## src/rtl/carry_cfg_pkg.sv

```systemverilog
// carry_cfg_pkg: shared constants and types for the carry-chain config controller.
//   SLICE_BITS      : config bits per slice (fixed at 5)
//   *_POS / CYSEL_* : field offsets inside one slice
//   CYSEL_MAX       : highest legal CYMUX0_select code
//   state_e         : controller FSM states
//   ERR_*           : err_code values
package carry_cfg_pkg;

  localparam int SLICE_BITS = 5;
  localparam int BYPASS_POS = 0;
  localparam int SELMUX_POS = 1;
  localparam int CYSEL_LSB  = 2;
  localparam int CYSEL_MSB  = 4;
  localparam int CYSEL_W    = CYSEL_MSB - CYSEL_LSB + 1;

  localparam logic [CYSEL_W-1:0] CYSEL_MAX = 3'd4;

  typedef enum logic [1:0] {
    ST_IDLE   = 2'd0,
    ST_SHIFT  = 2'd1,
    ST_CHECK  = 2'd2,
    ST_COMMIT = 2'd3
  } state_e;

  localparam logic [1:0] ERR_NONE   = 2'b00;
  localparam logic [1:0] ERR_SEL    = 2'b01;
  localparam logic [1:0] ERR_PARITY = 2'b10;

  function automatic logic cysel_legal(input logic [CYSEL_W-1:0] sel);
    return sel <= CYSEL_MAX;
  endfunction

endpackage

```

## src/rtl/carry_chain_cfg_ctrl_if.sv

```systemverilog
// carry_chain_cfg_ctrl_if: serial config stream handshake.
//   cfg_valid : source has a bit this cycle
//   cfg_bit   : serial data
//   cfg_ready : controller accepts a bit this cycle
// master = bit source, slave = controller.
interface carry_chain_cfg_ctrl_if;
  logic cfg_valid;
  logic cfg_bit;
  logic cfg_ready;

  modport master (output cfg_valid, output cfg_bit, input cfg_ready);
  modport slave  (input cfg_valid, input cfg_bit, output cfg_ready);
endinterface

```

## src/rtl/carry_cfg_field_check.sv

```systemverilog
// carry_cfg_field_check: combinational legality check of a staged frame.
//   shadow  : NUM_SLICES*SLICE_BITS data bits, slice k at [k*5 +: 5]
//   illegal : some slice carries a CYMUX0_select code above CYSEL_MAX
module carry_cfg_field_check
  import carry_cfg_pkg::*;
#(
  parameter int NUM_SLICES = 8
) (
  input  logic [NUM_SLICES*SLICE_BITS-1:0] shadow,
  output logic                             illegal
);

  logic [NUM_SLICES-1:0] bad;
  // bypass / carryOut_sel_mux take any value; they are only folded here so
  // the whole shadow vector is consumed.
  logic [NUM_SLICES-1:0] unused_flags;

  for (genvar k = 0; k < NUM_SLICES; k++) begin : g_slice
    assign bad[k] = !cysel_legal(shadow[k*SLICE_BITS+CYSEL_LSB +: CYSEL_W]);
    assign unused_flags[k] = shadow[k*SLICE_BITS+BYPASS_POS] ^
                             shadow[k*SLICE_BITS+SELMUX_POS];
  end

  assign illegal = |bad;

endmodule

```

## src/rtl/carry_chain_cfg_ctrl.sv

```systemverilog
// carry_chain_cfg_ctrl: serial configuration controller for one column of
// fast-carry-chain slices. Bits are staged in a shadow register, checked,
// then committed to cfg_bus in a single edge.
//   clk, reset : clock, synchronous active-high reset
//   start      : opens a frame (IDLE only)
//   abort      : drops the frame in SHIFT/CHECK
//   cfg        : serial stream handshake (slave side)
//   cfg_bus    : active configuration, slice k at [k*5 +: 5]
//   busy       : FSM not in IDLE
//   cfg_done   : pulse, new cfg_bus visible
//   cfg_err    : pulse, frame rejected; err_code holds reason until next start
// Optional: define CARRY_CFG_PARITY_EN for a trailing even-parity bit.
module carry_chain_cfg_ctrl
  import carry_cfg_pkg::*;
#(
  parameter int NUM_SLICES = 8
) (
  input  logic                             clk,
  input  logic                             reset,
  input  logic                             start,
  input  logic                             abort,
  carry_chain_cfg_ctrl_if.slave            cfg,
  output logic [NUM_SLICES*SLICE_BITS-1:0] cfg_bus,
  output logic                             busy,
  output logic                             cfg_done,
  output logic                             cfg_err,
  output logic [1:0]                       err_code
);

  localparam int DATA_LEN = NUM_SLICES * SLICE_BITS;
`ifdef CARRY_CFG_PARITY_EN
  localparam int FRAME_LEN = DATA_LEN + 1;
`else
  localparam int FRAME_LEN = DATA_LEN;
`endif
  localparam int CNT_W = $clog2(FRAME_LEN + 1);
  localparam logic [CNT_W-1:0] CNT_LAST = CNT_W'(FRAME_LEN - 1);
  localparam logic [CNT_W-1:0] CNT_MAX  = CNT_W'(FRAME_LEN);

  state_e               state;
  logic [CNT_W-1:0]     cnt;
  logic [FRAME_LEN-1:0] shadow;
  logic                 ready_q;
  logic                 illegal;
  logic                 parity_bad;

  carry_cfg_field_check #(.NUM_SLICES(NUM_SLICES)) u_check (
    .shadow  (shadow[DATA_LEN-1:0]),
    .illegal (illegal)
  );

`ifdef CARRY_CFG_PARITY_EN
  assign parity_bad = ^shadow;
`else
  assign parity_bad = 1'b0;
`endif

  assign cfg.cfg_ready = ready_q;

  always_ff @(posedge clk) begin
    if (reset) begin
      state    <= ST_IDLE;
      cnt      <= '0;
      shadow   <= '0;
      ready_q  <= 1'b0;
      busy     <= 1'b0;
      cfg_done <= 1'b0;
      cfg_err  <= 1'b0;
      err_code <= ERR_NONE;
      cfg_bus  <= '0;
    end else begin
      cfg_done <= 1'b0;
      cfg_err  <= 1'b0;
      case (state)
        ST_IDLE: begin
          cnt    <= '0;
          shadow <= '0;
          if (start) begin
            state    <= ST_SHIFT;
            ready_q  <= 1'b1;
            busy     <= 1'b1;
            err_code <= ERR_NONE;
          end
        end
        ST_SHIFT: begin
          if (abort) begin
            state   <= ST_IDLE;
            ready_q <= 1'b0;
            busy    <= 1'b0;
          end else if (cfg.cfg_valid && ready_q) begin
            // Right shift: after FRAME_LEN bits the first bit sits at bit0.
            shadow <= {cfg.cfg_bit, shadow[FRAME_LEN-1:1]};
            if (cnt != CNT_MAX) cnt <= cnt + 1'b1;
            if (cnt == CNT_LAST) begin
              state   <= ST_CHECK;
              ready_q <= 1'b0;
            end
          end
        end
        ST_CHECK: begin
          if (abort) begin
            state <= ST_IDLE;
            busy  <= 1'b0;
          end else if (illegal || parity_bad) begin
            state    <= ST_IDLE;
            busy     <= 1'b0;
            cfg_err  <= 1'b1;
            err_code <= illegal ? ERR_SEL : ERR_PARITY;
          end else begin
            state <= ST_COMMIT;
          end
        end
        ST_COMMIT: begin
          // abort is deliberately not looked at: the commit always lands.
          cfg_bus  <= shadow[DATA_LEN-1:0];
          cfg_done <= 1'b1;
          state    <= ST_IDLE;
          busy     <= 1'b0;
        end
        default: begin
          state   <= ST_IDLE;
          ready_q <= 1'b0;
          busy    <= 1'b0;
        end
      endcase
    end
  end

endmodule
```

## src/flat_wrapper.sv

```systemverilog
// flat-port wrapper written by rule: the top's interface ports become plain ports
module carry_chain_cfg_ctrl_flat import carry_cfg_pkg::*;
#(
  parameter int NUM_SLICES = 8
)
  (clk, reset, start, abort, cfg_bus, busy, cfg_done, cfg_err, err_code, cfg_cfg_valid, cfg_cfg_bit, cfg_cfg_ready);
  carry_chain_cfg_ctrl_if cfg_i ();
  input  logic clk;
  input  logic reset;
  input  logic start;
  input  logic abort;
  output logic [NUM_SLICES*SLICE_BITS-1:0] cfg_bus;
  output logic busy;
  output logic cfg_done;
  output logic cfg_err;
  output logic [1:0] err_code;
  input wire logic [$bits(cfg_i.cfg_valid)-1:0] cfg_cfg_valid;
  input wire logic [$bits(cfg_i.cfg_bit)-1:0] cfg_cfg_bit;
  output wire logic [$bits(cfg_i.cfg_ready)-1:0] cfg_cfg_ready;
  assign cfg_i.cfg_valid = cfg_cfg_valid;
  assign cfg_i.cfg_bit = cfg_cfg_bit;
  assign cfg_cfg_ready = cfg_i.cfg_ready;
  carry_chain_cfg_ctrl #(.NUM_SLICES(NUM_SLICES)) u_core (.clk(clk), .reset(reset), .start(start), .abort(abort), .cfg(cfg_i), .cfg_bus(cfg_bus), .busy(busy), .cfg_done(cfg_done), .cfg_err(cfg_err), .err_code(err_code));
endmodule
```

## config.mk

```make
export PLATFORM = sky130hd
export DESIGN_NAME = carry_chain_cfg_ctrl_flat
export DESIGN_NICKNAME = d
export VERILOG_FILES = /design/src/rtl/carry_cfg_pkg.sv /design/src/rtl/carry_chain_cfg_ctrl_if.sv /design/src/rtl/carry_cfg_field_check.sv /design/src/rtl/carry_chain_cfg_ctrl.sv /design/src/flat_wrapper.sv
export SDC_FILE = /design/constraint.sdc
export NUM_CORES = 1
export LEC_CHECK = 0
export ABC_AREA = 1
export CAP_MARGIN = 20
export CORE_AREA = 2 2 85 87
export DETAILED_ROUTE_END_ITERATION = 8
export DIE_AREA = 0 0 87 89
export PLACE_DENSITY_LB_ADDON = 0.1
export SLEW_MARGIN = 20
export SYNTH_ARGS = -nofsm -noshare
export SYNTH_HDL_FRONTEND = slang
export SYNTH_SLANG_ARGS = --single-unit
```

## constraint.sdc

```tcl
create_clock -name clk -period 3.1 [get_ports clk]
set_input_delay 0.465 -clock clk [delete_from_list [all_inputs] [get_ports clk]]
set_output_delay 0.465 -clock clk [all_outputs]
set_load 0.005 [all_outputs]
```

==> results of run 1 <==
## Yosys cell counts
| master | number | share of area (%) |
|---|---|---|
| ha_1 | 2 | 0.71 |
| inv_1 | 17 | 1.8 |
| nand2_1 | 68 | 7.2 |
| buf_4 | 1 | 0.21 |
| nor2_4 | 1 | 0.32 |
| o21ai_0 | 50 | 7.1 |
| or2_2 | 1 | 0.18 |
| buf_1 | 2 | 0.21 |
| nor2_2 | 1 | 0.18 |
| dfxtp_1 | 93 | 52 |
| nand4_1 | 1 | 0.18 |
| nand3_1 | 47 | 6.6 |
| conb_1 | 1 | 0.11 |
| nor3_1 | 2 | 0.28 |
| nor2_1 | 93 | 9.8 |
| a211oi_1 | 1 | 0.21 |
| buf_6 | 4 | 1.3 |
| inv_2 | 4 | 0.42 |
| buf_2 | 12 | 1.7 |
| xor2_1 | 2 | 0.49 |
| o21ai_2 | 2 | 0.49 |
| a21oi_1 | 49 | 6.9 |
| clkbuf_1 | 11 | 1.2 |
## registers in the layout (all words and copies together) (netlist names)
| register | flops |
|---|---|
| u_core.cfg_done | 1 |
| u_core.cfg.cfg_ready | 1 |
| u_core.cfg_err | 1 |
| u_core.err_code | 1 |
| u_core.state | 2 |
| u_core.cfg_bus | 40 |
| u_core.shadow | 40 |
| u_core.cnt | 6 |
| u_core.busy | 1 |
## layout make-up
class	count	area share (%)
Tap cell	80	2.35
Clock buffer	12	3.64
Sequential cell	93	43.7
Inverter	21	1.85
Timing Repair Buffer	57	13.0
Multi-Input combinational cell	321	33.9
Clock inverter	3	1.61
## metal layers
layer / GRT usage (%) / vias up / share of wire, %
li1: - / 1584 / -
met1: 26.1 / 1405 / 47
met2: 32.4 / 81 / 47
met3: 4.25 / 8 / 5.7
met4: 8.10 / 0 / 1.1
met5: 0 / - / 0
## power groups by stage
stage               combinational (mW)  clock (mW)  sequential [mW]
floorplan                        0.115           0             1.24
global placement                 0.151           0             1.24
detailed placement               0.153           0             1.24
CTS                              0.153       0.910             1.21
global route                     0.174       0.957             1.22
finish                           0.152       0.893             1.21
## per-stage QoR
| stage | util, % | instances |
|---|---|---|
| 2_1_floorplan | - | 465 |
| 3_3_place_gp | 60.1 | 572 |
| 3_5_place_dp | 60.1 | 572 |
| 4_1_cts | 63.5 | 587 |
| 5_1_grt | 63.5 | 587 |
| 6_report | 63.5 | 587 |
## worst min-delay path, delay by kind of cell (launching register included)
kind	cells	cell delay, ps
compound gates	1	50
buf+inv	1	50
flops	1	320
## kinds of logic after synthesis
family	count (synthesis)	synth area share (%)
compound gates	102	14.7
buf+inv	51	6.77
xor+xnor	2	0.494
other cells	1	0.106
fa+ha+maj	2	0.705
simple gates	214	24.8
flops	93	52.5
## worst min-delay path by stage
stage | slack, ps | depth (start not counted) | end | start
floorplan | 440 | 2 | u_core.shadow[0]$_SDFFE_PP0P_ | u_core.shadow[0]$_SDFFE_PP0P_
global placement | 440 | 2 | u_core.err_code[0]$_SDFFE_PP0P_ | u_core.err_code[0]$_SDFFE_PP0P_
detailed placement | 450 | 2 | u_core.err_code[0]$_SDFFE_PP0P_ | u_core.err_code[0]$_SDFFE_PP0P_
CTS | 470 | 2 | u_core.err_code[0]$_SDFFE_PP0P_ | u_core.err_code[0]$_SDFFE_PP0P_
global route | 500 | 2 | u_core.cfg_bus[30]$_SDFFE_PP0P_ | u_core.cfg_bus[30]$_SDFFE_PP0P_
finish | 460 | 2 | u_core.err_code[0]$_SDFFE_PP0P_ | u_core.err_code[0]$_SDFFE_PP0P_
==> metrics.yaml, run 1 <==
die:
  dieHeight_um: 89
  dieWidth_um: 87
  pin_count: 52
  core_um2: 6720
  start_util_pct: 52.8
  rows: 30
  die_area_um2: 7740
clock_tree:
  cts_tree: "built"
  cts_resized: 0
  path_clk_slew_ps: 80
  htreeDepth: 3
  clock_latency_ps: 360
  post_cts_buffers: 0
  cts_num_sinks: 93
  cts_hold_buf: 0
  clock_path_buffers: 2
  root_buffer: "clkbuf_8"
  cts_buffers: 9
place:
  place_area_um2: 4040
  hpwl_um: 4520
  gp_congestion: 0.870
  dp_slack_ps: 881
  io_buffers: 50
cells_and_area:
  regArea_um2: 1860
  syn2layout_area_growth_pct: 20.2
  mostFrequentLayoutCells: "nor2_1 (93), dfxtp_1 (93), nand2_1 (68), o21ai_0 (50), clkdlybuf4s50_1 (50)"
  postLayoutCellArea_um2: 4260
  diodes: 0
  multi_input_area_um2: 1450
  drive_gt1_share_pct: 5.92
  n_fill_cell: 605
  num-nets-final: 511
timing:
  rsz0062_at_grt: "no"
  final-max-slew-violation-count: 0
  period_minus_slack_ps: 1850
  setup_viol: 0
  worstMarginPinSlew_ps: 668
  slew-limit-headroom_pct: 55.4
  setup_slack_ps: 1250
  holdWs_ps: 459
  hold_viol_final: 0
  tns_ps: 0
  fin_crit_sh_pct: 59.6
  fmax_ghz: 0.542
  fin_skew_ps: 10.1
synth:
  ys_warn_count: 0
  syn_avg_cell_area_um2: 7.63
  syn_inst: 465
  netlist_area_um2: 3550
  synth_cell_type_count: 23
  ys_seq_elements: 93
  synth_nets: 473
  ys_seq_area_share_pct: 52.5
worst_setup_path:
  crit_chain: "clkdlybuf4s50_1, inv_1, nand2_1, o21ai_2, inv_2, nor2_1, nand2_1, xor2_1, nor2_1"
  critPathCaptureType: "flop"
  path_buf_inv: 3
  cp_slowest_cell: "clkdlybuf4s50_1"
  r2r_cells: 7
  worstPathMaxFanout: 42
  r2r_slack_ps: 1310
  startpoint: "abort"
  crit_type: "primary input to flop"
  critPathLaunchType: "primary input"
  critPathCapture: "u_core.cnt[4]$_SDFFE_PP0P_"
  crit_required_ps: 3350
  critPathTopFamily: "buffers and inverters"
  worstReg2RegStart: "u_core.state[0]$_SDFFE_PP0P_"
  cp_num_cells: 9
  r2r_end: "u_core.shadow[11]$_SDFFE_PP0P_"
  slowest_delay_ps: 550
  crit_arrival_ps: 2100
routing:
  drtIter0Drc: 175
  routedWlPerCell_um: 12.3
  drc: 0
  drt_pre_antenna_iters: 4
  ant_nets: 0
  routed_wl_um: 7200
  vias: 3078
  vias_per_cell: 5.24
power_and_ir_drop:
  ir_drop_v: 0.000295
  power.share.switching_pct: 22.5
  p_leak_nw: 1.51
  p_per_area_nw_per_um2: 530
  pwr-share-clk_pct: 39.5
  combPwrFrac_pct: 6.7
  p_switching_mw: 0.508
  seqPwrFrac_pct: 53.7
  fin_total_pwr_mw: 2.26
  intPower_mw: 1.75
global_route:
  antenna_found_initial: 0
  grt_max_degree: 48
  grt_pass1_vias: 2769
  track_usage_pct: 20.0
  gr-total-overflow: 0
  grt_pass1_wl_um: 12300
status:
  status: "finished, final reports clean"
flow_run:
  max-cap-violations: 0
worst_hold_path:
  hold_path.class: "flop to flop"
Power figures use the tool's default switching activity.
==> inputs of run 2 (changes only) <==
==> constraint.sdc (replaced) <==
create_clock -name clk -period 1.7 [get_ports clk]
set_input_delay 0.255 -clock clk [delete_from_list [all_inputs] [get_ports clk]]
set_output_delay 0.255 -clock clk [all_outputs]
set_load 0.005 [all_outputs]
==> run 2 against run 1 <==
Cell count grew 0.85%. First-iteration DRC count down 13%. Wire length about the same. Core utilization up 1.1 points. Sequential cell count unchanged. Sequential share of layout area down 0.77 points. Die area did not move. Total power grew 78%. Non-clock buffer count increased by 4. Setup slack got worse by 1000 ps. Cell area is 1.8% higher. Largest cell class unchanged.
==> metrics.yaml, run 2 (synthesized netlist as in run 1, its figures left out) <==
global_route:
  grt_max_degree: 48  # unchanged
  antenna_found_initial: 0  # unchanged
  gr-total-overflow: 0  # unchanged
  track_usage_pct: 19.8  # was 20.0%
  grt_pass1_wl_um: 12100  # was 12300 um
  grt_pass1_vias: 2717  # was 2769
routing:
  drt_pre_antenna_iters: 4  # unchanged
  drtIter0Drc: 152  # was 175
  ant_nets: 0  # unchanged
  vias: 3094  # was 3078
  routedWlPerCell_um: 12.1  # was 12.3 um
  routed_wl_um: 7190  # was 7200 um
  vias_per_cell: 5.23  # was 5.24
  drc: 0  # unchanged
worst_setup_path:
  crit_type: "flop to output port"  # was primary input to flop
  critPathLaunchType: "flop"  # was primary input
  crit_arrival_ps: 1210  # was 2100 ps
  cp_num_cells: 1  # was 9
  critPathCaptureType: "output port"  # was flop
  slowest_delay_ps: 510  # was 550 ps
  crit_chain: "clkdlybuf4s50_1"  # was clkdlybuf4s50_1, inv_1, nand2_1, o21ai_2, inv_2, nor2_1, nand2_1, xor2_1, nor2_1
  r2r_end: "u_core.shadow[14]$_SDFFE_PP0P_"  # was u_core.shadow[11]$_SDFFE_PP0P_
  critPathCapture: "cfg_cfg_ready"  # was u_core.cnt[4]$_SDFFE_PP0P_
  worstPathMaxFanout: 3  # was 42
  startpoint: "u_core.cfg.cfg_ready$_SDFFE_PP0P_"  # was abort
  r2r_cells: 7  # unchanged
  crit_required_ps: 1440  # was 3350 ps
  r2r_slack_ps: 270  # was 1310 ps
  worstReg2RegStart: "u_core.state[0]$_SDFFE_PP0P_"  # unchanged
  critPathTopFamily: "buffers and inverters"  # unchanged
  path_buf_inv: 1  # was 3
  cp_slowest_cell: "clkdlybuf4s50_1"  # unchanged
cells_and_area:
  diodes: 0  # unchanged
  top_regs: "u_core.cfg_bus: 40 flops, u_core.shadow: 40 flops, u_core.cnt: 6 flops"  # unchanged
  num-nets-final: 515  # was 511
  drive_gt1_share_pct: 7.03  # was 5.92%
  n_fill_cell: 607  # was 605
  mostFrequentLayoutCells: "nor2_1 (93), dfxtp_1 (93), nand2_1 (68), o21ai_0 (50), clkdlybuf4s50_1 (50)"  # unchanged
  syn2layout_area_growth_pct: 22.3  # was 20.2%
clock_tree:
  cts_hold_buf: 0  # unchanged
  clock_path_buffers: 2  # unchanged
  cts_num_sinks: 93  # unchanged
  cts_tree: "built"  # unchanged
  cts_resized: 0  # unchanged
  htreeDepth: 3  # unchanged
  post_cts_buffers: 0  # unchanged
  cts_buffers: 9  # unchanged
  root_buffer: "clkbuf_8"  # unchanged
  clock_latency_ps: 350  # was 360 ps
  path_clk_slew_ps: 90  # was 80 ps
die:
  pin_count: 52  # unchanged
  rows: 30  # unchanged
  die_area_um2: 7740  # unchanged
  start_util_pct: 52.8  # unchanged
  dieWidth_um: 87  # unchanged
  core_um2: 6720  # unchanged
  dieHeight_um: 89  # unchanged
place:
  gp_congestion: 0.808  # was 0.870
  dp_slack_ps: 81.7  # was 881 ps
  io_buffers: 50  # unchanged
  hpwl_um: 4680  # was 4520 um
timing:
  tns_ps: 0  # unchanged
  rsz0062_at_grt: "no"  # unchanged
  fin_skew_ps: 11.4  # was 10.1 ps
  period_minus_slack_ps: 1460
  fin_crit_sh_pct: 86.0
  hold_viol_final: 0  # unchanged
  setup_viol: 0  # unchanged
  setup_slack_ps: 238  # was 1250 ps
  fmax_ghz: 0.684
  final-max-slew-violation-count: 0  # unchanged
status:
  status: "finished, final reports clean"  # unchanged
power_and_ir_drop:
  p_per_area_nw_per_um2: 928  # was 530 nW/um2
  p_leak_nw: 1.54  # was 1.51 nW
  fin_total_pwr_mw: 4.03  # was 2.26 mW
  ir_drop_v: 0.000630  # was 0.000295 V
flow_run:
  max-cap-violations: 0  # unchanged
worst_hold_path:
  hold_path.class: "flop to flop"  # unchanged
==> run 2: final cells by class <==
type	instances	area (um2)	share of cell area, %
Clock inverter	5	56.3	1.30
Multi-Input combinational cell	321	1450	33.3
Clock buffer	11	151	3.49
Tap cell	80	100	2.31
Inverter	21	78.8	1.82
Timing Repair Buffer	61	646	14.9
Sequential cell	93	1860	42.9
==> run 2: stage by stage <==
step | instances | utilization, % | hold slack, ps | area (um2)
floorplan | 465 | - | 419 | 3550
global placement | 576 | 61.5 | 447 | 4130
detailed placement | 576 | 61.5 | 442 | 4130
CTS | 592 | 64.6 | 459 | 4340
global route | 592 | 64.6 | 484 | 4340
finish | 592 | 64.6 | 464 | 4340
==> run 2: worst min path at each step <==
| stage | cells after the start | end | slack (ps) | from |
|---|---|---|---|---|
| detailed placement | 2 | u_core.err_code[0]$_SDFFE_PP0P_ | 440 | u_core.err_code[0]$_SDFFE_PP0P_ |
| CTS | 2 | u_core.err_code[0]$_SDFFE_PP0P_ | 460 | u_core.err_code[0]$_SDFFE_PP0P_ |
| global placement | 2 | u_core.err_code[0]$_SDFFE_PP0P_ | 450 | u_core.err_code[0]$_SDFFE_PP0P_ |
| finish | 2 | u_core.shadow[0]$_SDFFE_PP0P_ | 460 | u_core.shadow[0]$_SDFFE_PP0P_ |
| floorplan | 2 | u_core.shadow[39]$_SDFFE_PP0P_ | 420 | cfg_cfg_bit |
| global route | 2 | u_core.err_code[0]$_SDFFE_PP0P_ | 480 | u_core.err_code[0]$_SDFFE_PP0P_ |
==> run 2: power by group <==
part	total, mW	leakage [nW]	switching [mW]	internal (mW)
sequential	2.21	0.750	0.0154	2.20
clock	1.50	0.106	0.744	0.761
combinational	0.311	0.688	0.194	0.117
total	4.03	1.54	0.953	3.08
==> run 2: layer usage <==
metal	track usage [%]	part of all wire, %	wire length (um)
met5	0	0	0
met1	24.8	47	3380
met3	3.69	4.0	291
met2	33.9	47	3410
met4	7.67	1.6	112
==> inputs of run 3 (changes only) <==
--- a/config.mk
+++ b/config.mk
@@ -11,7 +11,7 @@
 export DETAILED_ROUTE_END_ITERATION = 8
 export DIE_AREA = 0 0 87 89
 export PLACE_DENSITY_LB_ADDON = 0.1
-export SLEW_MARGIN = 20
+export SLEW_MARGIN = 5
 export SYNTH_ARGS = -nofsm -noshare
 export SYNTH_HDL_FRONTEND = slang
 export SYNTH_SLANG_ARGS = --single-unit
==> results of run 3 <==
Same layout as run 2: the final DEF is identical, and so are final timing and power.
